File: config.mk
export PLATFORM = sky130hd
export DESIGN_NAME = dmem_access_arbiter
export DESIGN_NICKNAME = d
export VERILOG_FILES = /design/src/rtl/dmem_access_arbiter.sv
export SDC_FILE = /design/constraint.sdc
export NUM_CORES = 1
export LEC_CHECK = 0
export ABC_AREA = 0
export CAP_MARGIN = 20
export CORE_AREA = 5 5 119 121
export CTS_BUF_LIST = sky130_fd_sc_hd__clkbuf_4 sky130_fd_sc_hd__clkbuf_8 sky130_fd_sc_hd__clkbuf_16
export DETAILED_ROUTE_END_ITERATION = 12
export DIE_AREA = 0 0 124 126
export PLACE_DENSITY = 0.65
export SETUP_SLACK_MARGIN = 0.4
export SYNTH_ARGS = -nofsm -noshare
export SYNTH_HDL_FRONTEND = slang
export SYNTH_SLANG_ARGS = --single-unit
File: constraint.sdc
create_clock -name clk -period 4.3 [get_ports clk]
set_input_delay 0.43 -clock clk [delete_from_list [all_inputs] [get_ports clk]]
set_output_delay 0.43 -clock clk [all_outputs]
set_load 0.03 [all_outputs]
File: src/rtl/dmem_access_arbiter.sv
// Two-port arbiter in front of the single-port synchronous data memory.
// Issues one access per cycle and returns formatted load data a cycle later.
module dmem_access_arbiter #(
    parameter int DATA_WIDTH = 32,
    parameter int MAX_WAIT   = 4
) (
    input  logic                  clk,
    input  logic                  rst_n,
    input  logic                  a_req_i,
    input  logic                  a_we_i,
    input  logic [2:0]            a_funct3_i,
    input  logic [DATA_WIDTH-1:0] a_addr_i,
    input  logic [DATA_WIDTH-1:0] a_wdata_i,
    output logic                  a_gnt_o,
    output logic                  a_rvalid_o,
    output logic [DATA_WIDTH-1:0] a_rdata_o,
    output logic                  a_err_o,
    input  logic                  b_req_i,
    input  logic                  b_we_i,
    input  logic [2:0]            b_funct3_i,
    input  logic [DATA_WIDTH-1:0] b_addr_i,
    input  logic [DATA_WIDTH-1:0] b_wdata_i,
    output logic                  b_gnt_o,
    output logic                  b_rvalid_o,
    output logic [DATA_WIDTH-1:0] b_rdata_o,
    output logic                  b_err_o,
    output logic                  mem_we_o,
    output logic                  mem_re_o,
    output logic [2:0]            mem_funct3_o,
    output logic [DATA_WIDTH-1:0] mem_addr_o,
    output logic [DATA_WIDTH-1:0] mem_wdata_o,
    input  logic [DATA_WIDTH-1:0] mem_rdata_i
);

    localparam int WW = $clog2(MAX_WAIT + 1);
    localparam logic [WW-1:0] WMAX = WW'(MAX_WAIT);

    logic [WW-1:0]         wait_cnt;
    logic                  b_win;
    logic                  any_gnt;
    logic                  sel_we;
    logic [2:0]            sel_f3;
    logic [DATA_WIDTH-1:0] sel_addr;
    logic [DATA_WIDTH-1:0] sel_wdata;
    logic                  f3_ok;
    logic                  align_ok;
    logic                  legal;

    logic                  pend_vld;
    logic                  pend_port;
    logic [2:0]            pend_f3;
    logic [1:0]            pend_off;
    logic                  pend_load;
    logic                  pend_ill;
    logic [DATA_WIDTH-1:0] lane;
    logic [DATA_WIDTH-1:0] fmt;
    logic                  resp_rd;
    logic                  resp_err;

    // B takes over once it has been starved for MAX_WAIT cycles in a row.
    assign b_win   = b_req_i && (!a_req_i || wait_cnt == WMAX);
    assign b_gnt_o = rst_n && b_win;
    assign a_gnt_o = rst_n && a_req_i && !b_win;
    assign any_gnt = a_gnt_o || b_gnt_o;

    assign sel_we    = b_gnt_o ? b_we_i     : a_we_i;
    assign sel_f3    = b_gnt_o ? b_funct3_i : a_funct3_i;
    assign sel_addr  = b_gnt_o ? b_addr_i   : a_addr_i;
    assign sel_wdata = b_gnt_o ? b_wdata_i  : a_wdata_i;

    always_comb begin
        f3_ok = 1'b0;
        unique case (1'b1)
            sel_f3 == 3'b000: f3_ok = 1'b1;
            sel_f3 == 3'b001: f3_ok = 1'b1;
            sel_f3 == 3'b010: f3_ok = 1'b1;
            sel_f3 == 3'b100: f3_ok = !sel_we;
            sel_f3 == 3'b101: f3_ok = !sel_we;
            default:          f3_ok = 1'b0;
        endcase
    end

    always_comb begin
        align_ok = 1'b1;
        if (sel_f3[1:0] == 2'b01) align_ok = !sel_addr[0];
        if (sel_f3[1:0] == 2'b10) align_ok = sel_addr[1:0] == 2'b00;
    end

    assign legal = f3_ok && align_ok;

    assign mem_we_o     = any_gnt && sel_we && legal;
    assign mem_re_o     = any_gnt && !sel_we && legal;
    assign mem_funct3_o = any_gnt ? sel_f3    : 3'b000;
    assign mem_addr_o   = any_gnt ? sel_addr  : '0;
    assign mem_wdata_o  = any_gnt ? sel_wdata : '0;

    always_ff @(posedge clk or negedge rst_n) begin
        if (!rst_n) begin
            wait_cnt <= '0;
        end else if (!b_req_i || b_gnt_o) begin
            wait_cnt <= '0;
        end else if (wait_cnt != WMAX) begin
            wait_cnt <= wait_cnt + 1'b1;
        end
    end

    always_ff @(posedge clk or negedge rst_n) begin
        if (!rst_n) begin
            pend_vld  <= 1'b0;
            pend_port <= 1'b0;
            pend_f3   <= 3'b000;
            pend_off  <= 2'b00;
            pend_load <= 1'b0;
            pend_ill  <= 1'b0;
        end else begin
            pend_vld  <= any_gnt;
            pend_port <= b_gnt_o;
            pend_f3   <= sel_f3;
            pend_off  <= sel_addr[1:0];
            pend_load <= !sel_we;
            pend_ill  <= !legal;
        end
    end

    assign lane = mem_rdata_i >> {pend_off, 3'b000};

    always_comb begin
        fmt = '0;
        unique case (pend_f3)
            3'b000:  fmt = {{(DATA_WIDTH-8){lane[7]}}, lane[7:0]};
            3'b001:  fmt = {{(DATA_WIDTH-16){lane[15]}}, lane[15:0]};
            3'b010:  fmt = mem_rdata_i;
            3'b100:  fmt = {{(DATA_WIDTH-8){1'b0}}, lane[7:0]};
            3'b101:  fmt = {{(DATA_WIDTH-16){1'b0}}, lane[15:0]};
            default: fmt = '0;
        endcase
    end

    assign resp_rd  = pend_vld && pend_load && !pend_ill;
    assign resp_err = pend_vld && pend_ill;

    assign a_rvalid_o = resp_rd && !pend_port;
    assign b_rvalid_o = resp_rd && pend_port;
    assign a_err_o    = resp_err && !pend_port;
    assign b_err_o    = resp_err && pend_port;
    assign a_rdata_o  = a_rvalid_o ? fmt : '0;
    assign b_rdata_o  = b_rvalid_o ? fmt : '0;

endmodule

# Word-level counts from Yosys, hierarchy flattened

Cells that the tools add are included.
Widths: inputs -> output; s select.

Add/subtract/negate cells: 1
Equal/unequal tests: 12
Shift operators: 1
Mux-type cells: 15
Reductions and logical operators: 33

Operator list:

| operator            | count |
|---|---|
| $mux 32             | 6 |
| $pmux 32 s5         | 1 |
| $shr 32x5->16       | 1 |
| $logic_and 1x1->1   | 16 |
| $eq 3x3->1 const B  | 5 |
| $mux 3              | 4 |
| $logic_not 1->1     | 8 |
| $eq 3x1->1 const B  | 2 |
| $eq 3x2->1 const B  | 2 |
| $logic_not 3->1     | 2 |
| $add 3x1->3 const B | 1 |
| $logic_or 1x1->1    | 3 |
| $mux 1              | 3 |
| $ne 3x3->1 const B  | 1 |
| $reduce_or 3->1     | 1 |
| $eq 2x1->1 const B  | 1 |
| $eq 2x2->1 const B  | 1 |
| $logic_not 2->1     | 1 |
| $pmux 1 s2          | 1 |
| $reduce_bool 2->1   | 1 |
| $reduce_or 2->1     | 1 |

Register bits: 12
Output and inout port bits: 139
Logic and storage cells: 69

# Logic depth before layout (Yosys ltp)

Gate-level depths: netlist of the first run.

Depth in word-level cells: 10
Gate-level depth with buffers: 10

# Worst setup path after synthesis of the first run

No wires, ideal clock.

Kind: register -> output
From: register pend_ill
To: output port a_rdata_o[21]
Data arrival time: 1.990 ns
Path slack: 1.880 ns
Cell stages (with the launch flop): 7
Path buffers: 2
Cells stage by stage: dfrtp_1 or3_1 clkbuf_1 inv_1 nand2_1 buf_2 a21oi_1

Word-level cells in the longest chain between the ends: 4

Ends and longest elaborated chain:

| what                     | RTL line | RTL |
|---|---|---|
| start: declaration       | 54       | `logic pend_ill;` |
| start signal: assignment | 121      | `pend_ill <= !legal;` |
| $logic_not 1->1          | 139      | `assign resp_rd = pend_vld && pend_load && !pend_ill;` |
| $logic_and 1x1->1        | 139      |  |
| $logic_and 1x1->1        | 142      | `assign a_rvalid_o = resp_rd && !pend_port;` |
| named net a_rvalid_o     | 15       | `output logic a_rvalid_o,` |
| $mux 32                  | 146      | `assign a_rdata_o = a_rvalid_o ? fmt : '0;` |
| end: declaration         | 16       | `output logic [DATA_WIDTH-1:0] a_rdata_o,` |

The timed path passes the listed nets, and every way through them passes these cells.

# Worst setup path after layout of the first run

From: input port rst_n
To: output port mem_re_o

Word-level cells in the longest chain between the ends: 7
Elaborated cells on any way between the ends: 25
Classes of those cells: eq/ne: 6; mux: 6; reduce/logical: 13

Ends and longest elaborated chain:

| what                                                    | RTL line | RTL |
|---|---|---|
| start: declaration                                      | 8        | `input logic rst_n,` |
| $logic_and 1x1->1                                       | 62       | `assign b_gnt_o = rst_n && b_win;` |
| $mux 3 or $mux 32 (tied branches)                       | 67, 68   |  |
| $eq 3x1->1, or another cell as far along                | 75       | `sel_f3 == 3'b001: f3_ok = 1'b1;` |
| $reduce_or 3->1 (no line), or another cell as far along | n/a      |  |
| $pmux 1 s2 or $mux 1 (tied branches)                    | 73, 86   |  |
| $logic_and 1x1->1                                       | 89       | `assign legal = f3_ok && align_ok;` |
| $logic_and 1x1->1 *                                     | 92       | `assign mem_re_o = any_gnt && !sel_we && legal;` |
| end: declaration                                        | 28       | `output logic mem_re_o,` |

Mark *: on every way between the ends. The rest lies on a longest branch, timed or not.

==> flow_metrics.env, run 1 <==
export IMPL_grt_max_degree=63
export IMPL_fin_crit_ps=3520
export IMPL_tightest_slew_ps=763
export IMPL_min_delay_path_class="primary input to async pin"
export IMPL_p_per_area_nw_per_um2=155
export IMPL_syn_to_final_growth_pct=129
export IMPL_fin_skew_ps=2.18
export IMPL_core_area_um2=13000
export IMPL_track_usage=0.201
export IMPL_path_cells="clkdlybuf4s50_1 > buf_4 > nand2_1 > a21o_2 > inv_2 > buf_12 > o21ai_1 > a21boi_1 > clkdlybuf4s50_1"
export IMPL_postCtsSetupBuffers=0
export IMPL_syn_nets=620
export IMPL_ys_seq_area_frac=0.118
export IMPL_io_pins=311
export IMPL_dp_hpwl_mm=14.4
export IMPL_cpMostUsedCell="clkdlybuf4s50_1"
export IMPL_power_uw=903
export IMPL_setup_viol=0
export IMPL_ir_drop_v=0.0000975
export IMPL_syn_area_um2=2550
export IMPL_insertion_delay_ps=240
export IMPL_avgSynthCellArea_um2=5.72
export IMPL_final_layout_size_suffix_gt1_frac=0.0399
export IMPL_dieHeight_um=126
export IMPL_fin_nets=901
export IMPL_antenna_found_initial=2
export IMPL_design_die_area_um2=15600
export IMPL_max_freq_mhz=284
export IMPL_cts_root_buf="clkbuf_16"
export IMPL_vias_per_cell=4.78
export IMPL_rsz0062_at_grt="false"
export IMPL_slew_headroom=0.489
export IMPL_via_count=4310
export IMPL_min_period_over_period=0.818
export IMPL_endpoint_kind="primary output"
export IMPL_globalplace_congestion=0.894
export IMPL_drc=0
export IMPL_fin_tns_setup_ps=0
export IMPL_cts_buffers=3
export IMPL_slew_violations=0
export IMPL_die_x_um=124
export IMPL_yosysUniqueCellTypes=50
export IMPL_cts_buffer_depth=2
export IMPL_grt_pass1_vias=4429
export IMPL_clk_pin_slew_worst_paths_ps=40
export IMPL_wire_per_inst_um=18.7
export IMPL_routed_wl_mm=16.9
export IMPL_antenna_left=0
export IMPL_drt_iter0_markers=214
export IMPL_cts_max_level=1
export IMPL_netlist_instances=446
export IMPL_cts_resized=0
export IMPL_worstPathMaxFanout=44
export IMPL_rows=42
export IMPL_cts_tree="built"
export IMPL_status="finished, final reports clean"
export IMPL_cp_start_kind="primary input"
export IMPL_grt_overflow=0
export IMPL_hold_violations=0
export IMPL_port_buffers=310
export IMPL_drtPass1Iterations=4
export IMPL_synth_seq_cells=12
export IMPL_start_util=0.197
export IMPL_fill_cells=1337
export IMPL_cp_required_ps=3870
export IMPL_diodes=0
export IMPL_slowest_delay_ps=690
export IMPL_synth_warnings=0
export IMPL_worstSetupPathType="primary input to primary output"
export IMPL_leakagePower_nw=2.36
export IMPL_hold_buffers=0
export IMPL_grt_pass1_wl_mm=24.6
export IMPL_cpLargestDelayFamily="buffers and inverters"
export IMPL_crit_slowest_cell="clkdlybuf4s50_1"
export IMPL_crit_arrival_ps=3090
export IMPL_cp_num_buf_inv=5
export IMPL_cap_violations=0
export IMPL_clock_sinks=12
==> routing by layer <==
metal | vias to the layer above | wire length [um] | global-route usage | share of wire
li1 | 2084 | - | - | -
met1 | 1920 | 5760 | 0.212 | 0.34
met2 | 254 | 8330 | 0.361 | 0.49
met3 | 48 | 2020 | 0.0646 | 0.12
met4 | 4 | 706 | 0.0889 | 0.042
met5 | - | 34 | 0 | 0.0020
==> through the flow <==
step | hold WS [ps] | cells | area, um^2 | utilization | worst slack, ps
CTS | 512 | 902 | 5830 | 0.449 | 786
global route | 547 | 902 | 5830 | 0.449 | 560
finish | 510 | 902 | 5830 | 0.449 | 781
floorplan | 134 | 446 | 2550 | - | 1880
global placement | 542 | 898 | 5740 | 0.443 | 837
detailed placement | 567 | 898 | 5740 | 0.443 | 792
==> state kept, by name (all words and copies together) (netlist names) <==
name / cells
pend_port: 1
wait_cnt: 3
pend_ill: 1
pend_f3: 3
pend_load: 1
pend_off: 2
pend_vld: 1
==> final timing paths <==
check	from	endpoint	slack, ps	cells past startpoint
worst max-delay path	rst_n	mem_re_o	780	9
worst min-delay path	rst_n	pend_f3[0]$_DFF_PN0_	510	2
worst max register to register	wait_cnt[0]$_DFFE_PN0P_	pend_vld$_DFF_PN0_	2390	7
worst min register to register	wait_cnt[1]$_DFFE_PN0P_	wait_cnt[1]$_DFFE_PN0P_	570	2
max in group asynchronous	rst_n	pend_f3[1]$_DFF_PN0_	3630	2
min in group clk	wait_cnt[1]$_DFFE_PN0P_	wait_cnt[1]$_DFFE_PN0P_	570	2
==> Yosys cell counts, drive strengths merged <==
cell     instances  area share
or3              2      0.0049
nor4bb           1      0.0039
o2bb2ai          2      0.0069
o211ai           1      0.0083
nor3b            1      0.0049
and3             2      0.0069
a221oi           3       0.013
nor2b           11       0.027
nand3b           2      0.0059
a21boi           1      0.0029
mux4             2       0.018
nand2b           1      0.0025
clkinv           1      0.0015
a22oi            3      0.0088
a32oi            6       0.021
mux2             5       0.022
a211o            6       0.021
or2              1      0.0025
nand3           65        0.13
nor3             1      0.0020
o2111ai          1      0.0034
a21o             1      0.0029
nand2          163        0.24
and2b            1      0.0029
nor2            34       0.050
or3b             1      0.0034
o31ai            1      0.0029
o21ai            3      0.0059
and2             3      0.0074
nor4             2      0.0049
a211oi           2      0.0098
clkbuf          11       0.016
a311oi           1      0.0059
inv              6      0.0088
buf             30       0.067
mux2i            8       0.031
o21bai           1      0.0029
a31oi            8       0.020
ha               2      0.0098
a21oi           37       0.073
xnor2            1      0.0034
dfrtp           12        0.12
==> worst register-to-register path, stage by stage, from the launching register on <==
cell and delay [ps]:
dfrtp_1 380, inv_1 60, ha_1 220, nand2_1 140, a21o_2 290, inv_2 240, nor2_1 390, inv_1 70
==> placed cells by master (no fill, tap or decap), drive strengths merged, types with 2 or more instances in the layout <==
master	count
a211o	6
a211oi	2
a21oi	37
a221oi	3
a22oi	3
a31oi	8
a32oi	6
and2	3
and3	2
buf	7
clkbuf	4
clkdlybuf4s50	310
dfrtp	12
ha	2
inv	6
mux2	5
mux2i	8
mux4	2
nand2	163
nand3	65
nand3b	2
nor2	34
nor2b	11
nor4	2
o21ai	3
o2bb2ai	2
or3	2
==> layout make-up <==
class	count	area, um^2	share of cell area
clock buffers	4	88.8	0.0152
well taps	176	220	0.0378
repair buffers	317	3180	0.545
inverters	7	26.3	0.00450
flip-flops and latches	12	300	0.0515
multi-input cells	386	2020	0.346
==> power by group <==
group | internal [mW] | switching (mW)
clock network | 0.140 | 0.0485
logic | 0.287 | 0.288
registers | 0.122 | 0.0172
==> cell families (layout without fill, tap and decap cells) <==
kind of cell    after synthesis  in the layout  share of synthesized area
xor+xnor                      1              1                    0.00343
buf+inv                      48            328                     0.0931
mux                          15             15                     0.0711
flops                        12             12                      0.118
fa+ha+maj                     2              2                    0.00980
compound gates               77             77                      0.207
simple gates                291            291                      0.498
Note: power is estimated with default switching activity, not from simulation.
==> run 2, diff against run 1 <==
clock period = 3.3 ns   (was 4.3 ns; I/O delays follow)
==> run 2 against run 1 <==
Critical path depth down 3. Utilization is 0.57 points higher. Non-clock buffer count is 8 higher. First-iteration DRC count up 23%. Register-to-register slack lost 1000 ps. Via count is 1.9% higher. Sequential cell count did not move. Critical endpoint is now b_rdata_o[11].
==> flow_metrics.env, run 2 (same netlist as run 1, synthesis figures left out) <==
export IMPL_clockPowerShare=0.202
export IMPL_p_int_uw=727
export IMPL_die_x_um=124
export IMPL_drtPass1Iterations=5
export IMPL_dpl_cell_area_um2=5830
export IMPL_min_delay_path_class="primary input to async pin"
export IMPL_clock_sinks=12
export IMPL_cts_max_level=1
export IMPL_via_count=4394
export IMPL_antenna_found_initial=0
export IMPL_globalplace_congestion=0.985
export IMPL_hold_violations=0
export IMPL_setup_viol=0
export IMPL_routed_wl_mm=16.9
export IMPL_hold_buffers=0
export IMPL_io_pins=311
export IMPL_grt_max_degree=63
export IMPL_cts_tree="built"
export IMPL_tightest_slew_ps=550
export IMPL_status="finished, final reports clean"
export IMPL_design_die_area_um2=15600
export IMPL_fill_cells=1360
export IMPL_grt_overflow=0
export IMPL_layout_cells_most_common_list="197 x clkdlybuf4s50_1, 163 x nand2_1, 67 x buf_4, 64 x nand3_1, 37 x a21oi_1"
export IMPL_worstSetupPathType="primary input to primary output"
export IMPL_cts_buffer_depth=2
export IMPL_cpMostUsedCell="clkdlybuf4s50_1"
export IMPL_dieHeight_um=126
export IMPL_track_usage=0.200
export IMPL_stdcell_area_um2=5910
export IMPL_endpoint_kind="primary output"
export IMPL_antenna_left=0
export IMPL_rsz0062_at_grt="false"
export IMPL_path_cells="clkdlybuf4s50_1 > mux4_2 > and3_4 > a211oi_2 > nor2_1 > clkdlybuf4s50_1"
export IMPL_multi_input_area_um2=2020
export IMPL_core_area_um2=13000
export IMPL_ir_drop_v=0.000113
export IMPL_start_util=0.197
export IMPL_max_freq_mhz=355
export IMPL_fin_tns_setup_ps=0
export IMPL_cap_violations=0
export IMPL_p_sw_uw=467
export IMPL_reg_top3="pend_f3: 3 flops, wait_cnt: 3 flops, pend_off: 2 flops"
export IMPL_cp_start_kind="primary input"
export IMPL_grt_pass1_wl_mm=24.5
export IMPL_layout_commonest_cell="clkdlybuf4s50_1"
export IMPL_leakagePower_nw=2.91
export IMPL_cts_buffers=3
export IMPL_slew_violations=0
export IMPL_min_period_over_period=0.854
export IMPL_swShare=0.391
export IMPL_drt_iter0_markers=263
export IMPL_crit_arrival_ps=2490
export IMPL_worstPathMaxFanout=4
export IMPL_crit_slowest_cell="clkdlybuf4s50_1"
export IMPL_insertion_delay_ps=240
export IMPL_port_buffers=310
export IMPL_cp_num_buf_inv=2
export IMPL_cpLargestDelayFamily="buffers and inverters"
export IMPL_clk_pin_slew_worst_paths_ps=40
export IMPL_fin_nets=909
export IMPL_slew_headroom=0.633
export IMPL_p_comb_frac=0.649
export IMPL_cts_root_buf="clkbuf_16"
export IMPL_dp_hpwl_mm=14.5
export IMPL_diodes=0
export IMPL_seq_power_share=0.149
export IMPL_p_per_area_nw_per_um2=202
export IMPL_grt_pass1_vias=4395
export IMPL_wire_per_inst_um=18.5
export IMPL_rows=42
export IMPL_vias_per_cell=4.83
export IMPL_slowest_delay_ps=600
export IMPL_postCtsSetupBuffers=0
export IMPL_final_layout_size_suffix_gt1_frac=0.150
export IMPL_drc=0
export IMPL_cp_required_ps=2970
export IMPL_fin_skew_ps=4.32
export IMPL_fin_crit_ps=2820
export IMPL_register_area_um2=303
export IMPL_syn_to_final_growth_pct=131
run 2: cell types whose count changed in the layout (fill, tap and decap cells not counted), sizes merged:
cell	delta
clkdlybuf4s50	-113
buf	+79
dlygate4sd2	+32
dlymetal6s2s	+10
run 2: per-layer routing:
| layer | up-vias | track usage | wire length [um] |
|---|---|---|---|
| met1 | 1983 | 0.215 | 5680 |
| met4 | 0 | 0.0631 | 512 |
| met5 | - | 0 | 0 |
| met2 | 279 | 0.366 | 8500 |
| met3 | 31 | 0.0650 | 2190 |
| li1 | 2101 | - | - |
run 2: worst paths after layout:
kind / cells past startpoint / endpoint / start / slack [ps]
worst max-delay path: 6 / b_rdata_o[11] / mem_rdata_i[23] / 480
worst min-delay path: 2 / wait_cnt[0]$_DFFE_PN0P_ / rst_n / 450
worst max register to register: 7 / wait_cnt[2]$_DFFE_PN0P_ / wait_cnt[0]$_DFFE_PN0P_ / 1380
worst min register to register: 2 / wait_cnt[1]$_DFFE_PN0P_ / wait_cnt[1]$_DFFE_PN0P_ / 570
max in group asynchronous: 2 / pend_off[1]$_DFF_PN0_ / rst_n / 2670
min in group clk: 2 / wait_cnt[1]$_DFFE_PN0P_ / wait_cnt[1]$_DFFE_PN0P_ / 570
run 2: power by group through the flow:
stage	sequential, mW	combinational (mW)	clock (mW)
3_5_place_dp	0.180	0.778	0
6_report	0.178	0.775	0.241
4_1_cts	0.178	0.779	0.244
3_3_place_gp	0.178	0.771	0
2_1_floorplan	0.169	0.356	0
5_1_grt	0.180	0.822	0.253
run 2: worst reg2reg max path: stages, from the launching register on:
cell	delay, ps
dfrtp_1	390
inv_1	70
ha_1	230
nand2_1	140
a21o_2	230
buf_4	390
nand2_1	170
nor3_1	230
run 2: final cells by class:
cell class                 instances  area share
timing repair buffer             325       0.551
multi-input combinational        386       0.341
sequential                        12      0.0513
clock buffer                       4      0.0150
inverter                           7     0.00445
tap                              176      0.0373
run 2: timing repair:
item | in CTS | in global routing
gates resized for setup | 33 | 12
gates cloned | 0 | 0
setup endpoints to repair | 42 | 15
run 2: metrics by stage:
step,instances,hold WS [ps],setup WS [ps],total power [mW],util
2_1_floorplan,446,34.4,980,0.525,-
3_3_place_gp,906,543,427,0.949,0.449
3_5_place_dp,906,570,358,0.958,0.449
4_1_cts,910,444,339,1.20,0.453
5_1_grt,910,460,409,1.26,0.455
6_report,910,446,483,1.19,0.455
==> edit 1, RTL diff (config.mk and constraints of run 1) <==
`DATA_WIDTH`: 32 -> 28.
--- a/src/rtl/dmem_access_arbiter.sv
+++ b/src/rtl/dmem_access_arbiter.sv
@@ -2,5 +2,5 @@
 // Issues one access per cycle and returns formatted load data a cycle later.
 module dmem_access_arbiter #(
-    parameter int DATA_WIDTH = 32,
+    parameter int DATA_WIDTH = 28,
     parameter int MAX_WAIT   = 4
 ) (
Ports: changed (9 resized); port bits go from 311 to 275. The function was not compared with the original's and may differ.
==> edit 1 against run 1 <==
Area after synthesis down 6.4%; die area is the same; routed wire length down 13%; non-clock buffer count is 38 lower; sequential power up 6%; sequential cell count unchanged; global-route usage down 2.4 points; cell area fell by 9.3%; core utilization down 4.2 points; total power fell by 10%; worst setup slack worse by 0.033 ns; clock power is 15% lower; count of clock-buffer cells in the layout decreased by 1; largest cell class unchanged; highest routed layer is now met4.
==> edit 1: results <==
group,metric,value,unit
detailed_routing,drt_iter0_markers,361,
synthesis,synth_sequential_area_ratio,12.6,%
cells_and_area,drive_gt1_share,3.50,%
setup_path,crit_arrival,3.12,ns
setup_path,worstSetupEndpoint,"a_rdata_o[10]",
placed_design,io_buffers,274,
detailed_routing,routed_wire_length_per_instance,17.5,µm
cells_and_area,final_net_count,814,
placed_design,dp_hpwl,12.6,mm
grt,grt_pass1_wl,22.1,mm
power,power.ir.vdd_worst,0.000154,V
setup_path,cp_slowest_stage_delay,0.74,ns
setup_path,endpoint_of_the_worst_slack_reg_to_reg_timing_path,"pend_load$_DFF_PN0_",
synthesis,synth.cells.most_frequent,"156 x sky130_fd_sc_hd__nand2_1, 56 x sky130_fd_sc_hd__nand3_1, 32 x sky130_fd_sc_hd__a21oi_1",
grt,initial_antenna_violation_count,0,
synthesis,synth.area.top_cells,"sky130_fd_sc_hd__nand2_1 25%, sky130_fd_sc_hd__dfrtp_1 13%, sky130_fd_sc_hd__nand3_1 12%",
detailed_routing,routed-via-count,4004,
run_status,result_of_the_run,"completed",
setup_path,worst_r2r_path_depth,8,
synthesis,synth.distinct_cells,43,
sta,maxClockFrequency,0.282,GHz
sta,fin_skew,0.00126,ns
grt,number_of_global_route_vias_before_repair,4050,
synthesis,synth_fp_nets,567,
grt,combined_global_route_utilization_of_all_metal_layers,17.7,%
placed_design,place_congestion,0.967,
power,leakage,2.15,nW
## edit 1: power by group through the flow
stage                     registers, mW  clock network, mW  logic, mW
final                             0.148              0.161      0.504
after CTS                         0.148              0.164      0.507
after global routing              0.151              0.173      0.538
after detailed placement          0.149                  0      0.505
after global placement            0.148                  0      0.500
after floorplan                   0.130                  0      0.247
## edit 1: metal layers
layer / wire (µm) / vias up / GRT usage (%)
met5: 0 / - / 0
li1: - / 1927 / -
met3: 1980 / 30 / 6.95
met2: 7330 / 248 / 31.9
met1: 4770 / 1799 / 18.3
met4: 540 / 0 / 6.38
## edit 1: cells by family (layout without fill, tap and decap cells)
logic type | count (synthesis) | in the layout | share of synthesized area (%)
AND/OR/NAND/NOR | 267 | 267 | 49.1
multiplexers | 9 | 9 | 3.98
AO/OA/AOI/OAI | 79 | 79 | 24.2
flip-flops | 12 | 12 | 12.6
XOR/XNOR | 1 | 1 | 0.367
buffers and inverters | 43 | 288 | 8.74
adder cells (fa/ha/maj) | 2 | 2 | 1.05
## edit 1: layout make-up
cell class	count	area (µm²)
Inverter	6	22.5
Multi-Input combinational cell	358	1890
Fill cell	1362	7690
Tap cell	176	220
Timing Repair Buffer	279	2790
Sequential cell	12	300
Clock buffer	3	75.1
## edit 1: stage by stage
| stage | cell area (µm²) | hold WS (ns) | instances |
|---|---|---|---|
| 5_1_grt | 5290 | 0.595 | 834 |
| 2_1_floorplan | 2390 | 0.134 | 413 |
| 3_5_place_dp | 5210 | 0.573 | 831 |
| 6_report | 5290 | 0.561 | 834 |
| 4_1_cts | 5290 | 0.562 | 834 |
| 3_3_place_gp | 5210 | 0.541 | 831 |
==> edit 2, RTL diff (config.mk and constraints of run 1) <==
Without the edit above. Reset style: synchronous (`rst_n`), changed in 2 clocked blocks.
--- a/src/rtl/dmem_access_arbiter.sv
+++ b/src/rtl/dmem_access_arbiter.sv
@@ -95,5 +95,5 @@
     assign mem_wdata_o  = any_gnt ? sel_wdata : '0;
 
-    always_ff @(posedge clk or negedge rst_n) begin
+    always_ff @(posedge clk) begin
         if (!rst_n) begin
             wait_cnt <= '0;
@@ -105,5 +105,5 @@
     end
 
-    always_ff @(posedge clk or negedge rst_n) begin
+    always_ff @(posedge clk) begin
         if (!rst_n) begin
             pend_vld  <= 1'b0;
Function: differs if rst_n is asserted again (counterexample within 4 cycles, from zero or initial values and one cycle with rst_n low); with rst_n held inactive, the same outputs for 10 cycles.
==> edit 2 against run 1 <==
Cell area shrank 0.82%; via count grew 3.3%; worst setup slack lost 0.14 ns; first-iteration DRC count grew 21%; routed wire length grew 1.6%; total power shrank 4.4%; area after synthesis grew 0.44%; sequential cell count is the same; highest routed layer unchanged.
==> edit 2: results <==
group,metric,value,unit
setup_path,cpMaxStageDelayCell,"sky130_fd_sc_hd__dfxtp_1",
setup_path,cp_slowest_stage_delay,0.86,ns
synthesis,synth-xor-area-share,0,%
cells_and_area,nFillCells,1331,
run_status,result_of_the_run,"completed",
cells_and_area,final_net_count,915,
detailed_routing,pre_antenna_drt_iters,5,
synthesis,synthMuxAreaShare,7.61,%
setup_path,critical_path_peak_fanout,25,
power,power_sequential,0.130,mW
setup_path,worstSetupEndpoint,"b_rdata_o[13]",
cells_and_area,drive_gt1_share,12.0,%
worst_hold_path,timing.hold.worst.class,"flop to flop",
power,total_power,0.864,mW
power,power.net_switching,0.343,mW
placed_design,worst_case_setup_slack_after_placement,0.841,ns
cells_and_area,area.share.sequential,4.15,%
grt,combined_global_route_utilization_of_all_metal_layers,20.4,%
setup_path,reg2reg_slack,2.66,ns
power,power_density,149,mW/mm²
detailed_routing,vias_per_cell,4.86,
synthesis,async_flop_share,0,%
cells_and_area,multi_input_cells,398,
synthesis,post_synthesis_compound_gate_area_fraction,31.6,%
synthesis,syn_avg_cell_area,5.60,µm²
setup_path,worst_r2r_path_depth,6,
cells_and_area,inverters,8,
synthesis,synthesis.area,0.00256,mm²
synthesis,synth_ff_type,"sky130_fd_sc_hd__dfxtp_1",
sta,max_slew_margin,43.7,%
grt,grt_pass1_wl,25.1,mm
synthesis,synth_fp_nets,632,
grt,number_of_global_route_vias_before_repair,4547,
synthesis,synth.cells.most_frequent,"161 x sky130_fd_sc_hd__nand2_1, 98 x sky130_fd_sc_hd__a21oi_1, 38 x sky130_fd_sc_hd__nor2_1",
detailed_routing,wirelength,17.1,mm
-- edit 2: layer usage --
metal	global-route usage, %	share of wire, %
met5	0	0.076
met4	8.44	4.3
met3	6.32	12
met2	38.8	52
met1	20.0	32
-- edit 2: how the worst min path moves through the flow --
stage,from,to,slack (ns)
final,wait_cnt[0]$_SDFFE_PP0N_,wait_cnt[0]$_SDFFE_PP0N_,0.52
after global routing,wait_cnt[0]$_SDFFE_PP0N_,wait_cnt[0]$_SDFFE_PP0N_,0.56
after CTS,wait_cnt[0]$_SDFFE_PP0N_,wait_cnt[0]$_SDFFE_PP0N_,0.53
after detailed placement,wait_cnt[0]$_SDFFE_PP0N_,wait_cnt[0]$_SDFFE_PP0N_,0.51
after global placement,wait_cnt[0]$_SDFFE_PP0N_,wait_cnt[0]$_SDFFE_PP0N_,0.49
after floorplan,wait_cnt[0]$_SDFFE_PP0N_,wait_cnt[0]$_SDFFE_PP0N_,0.48
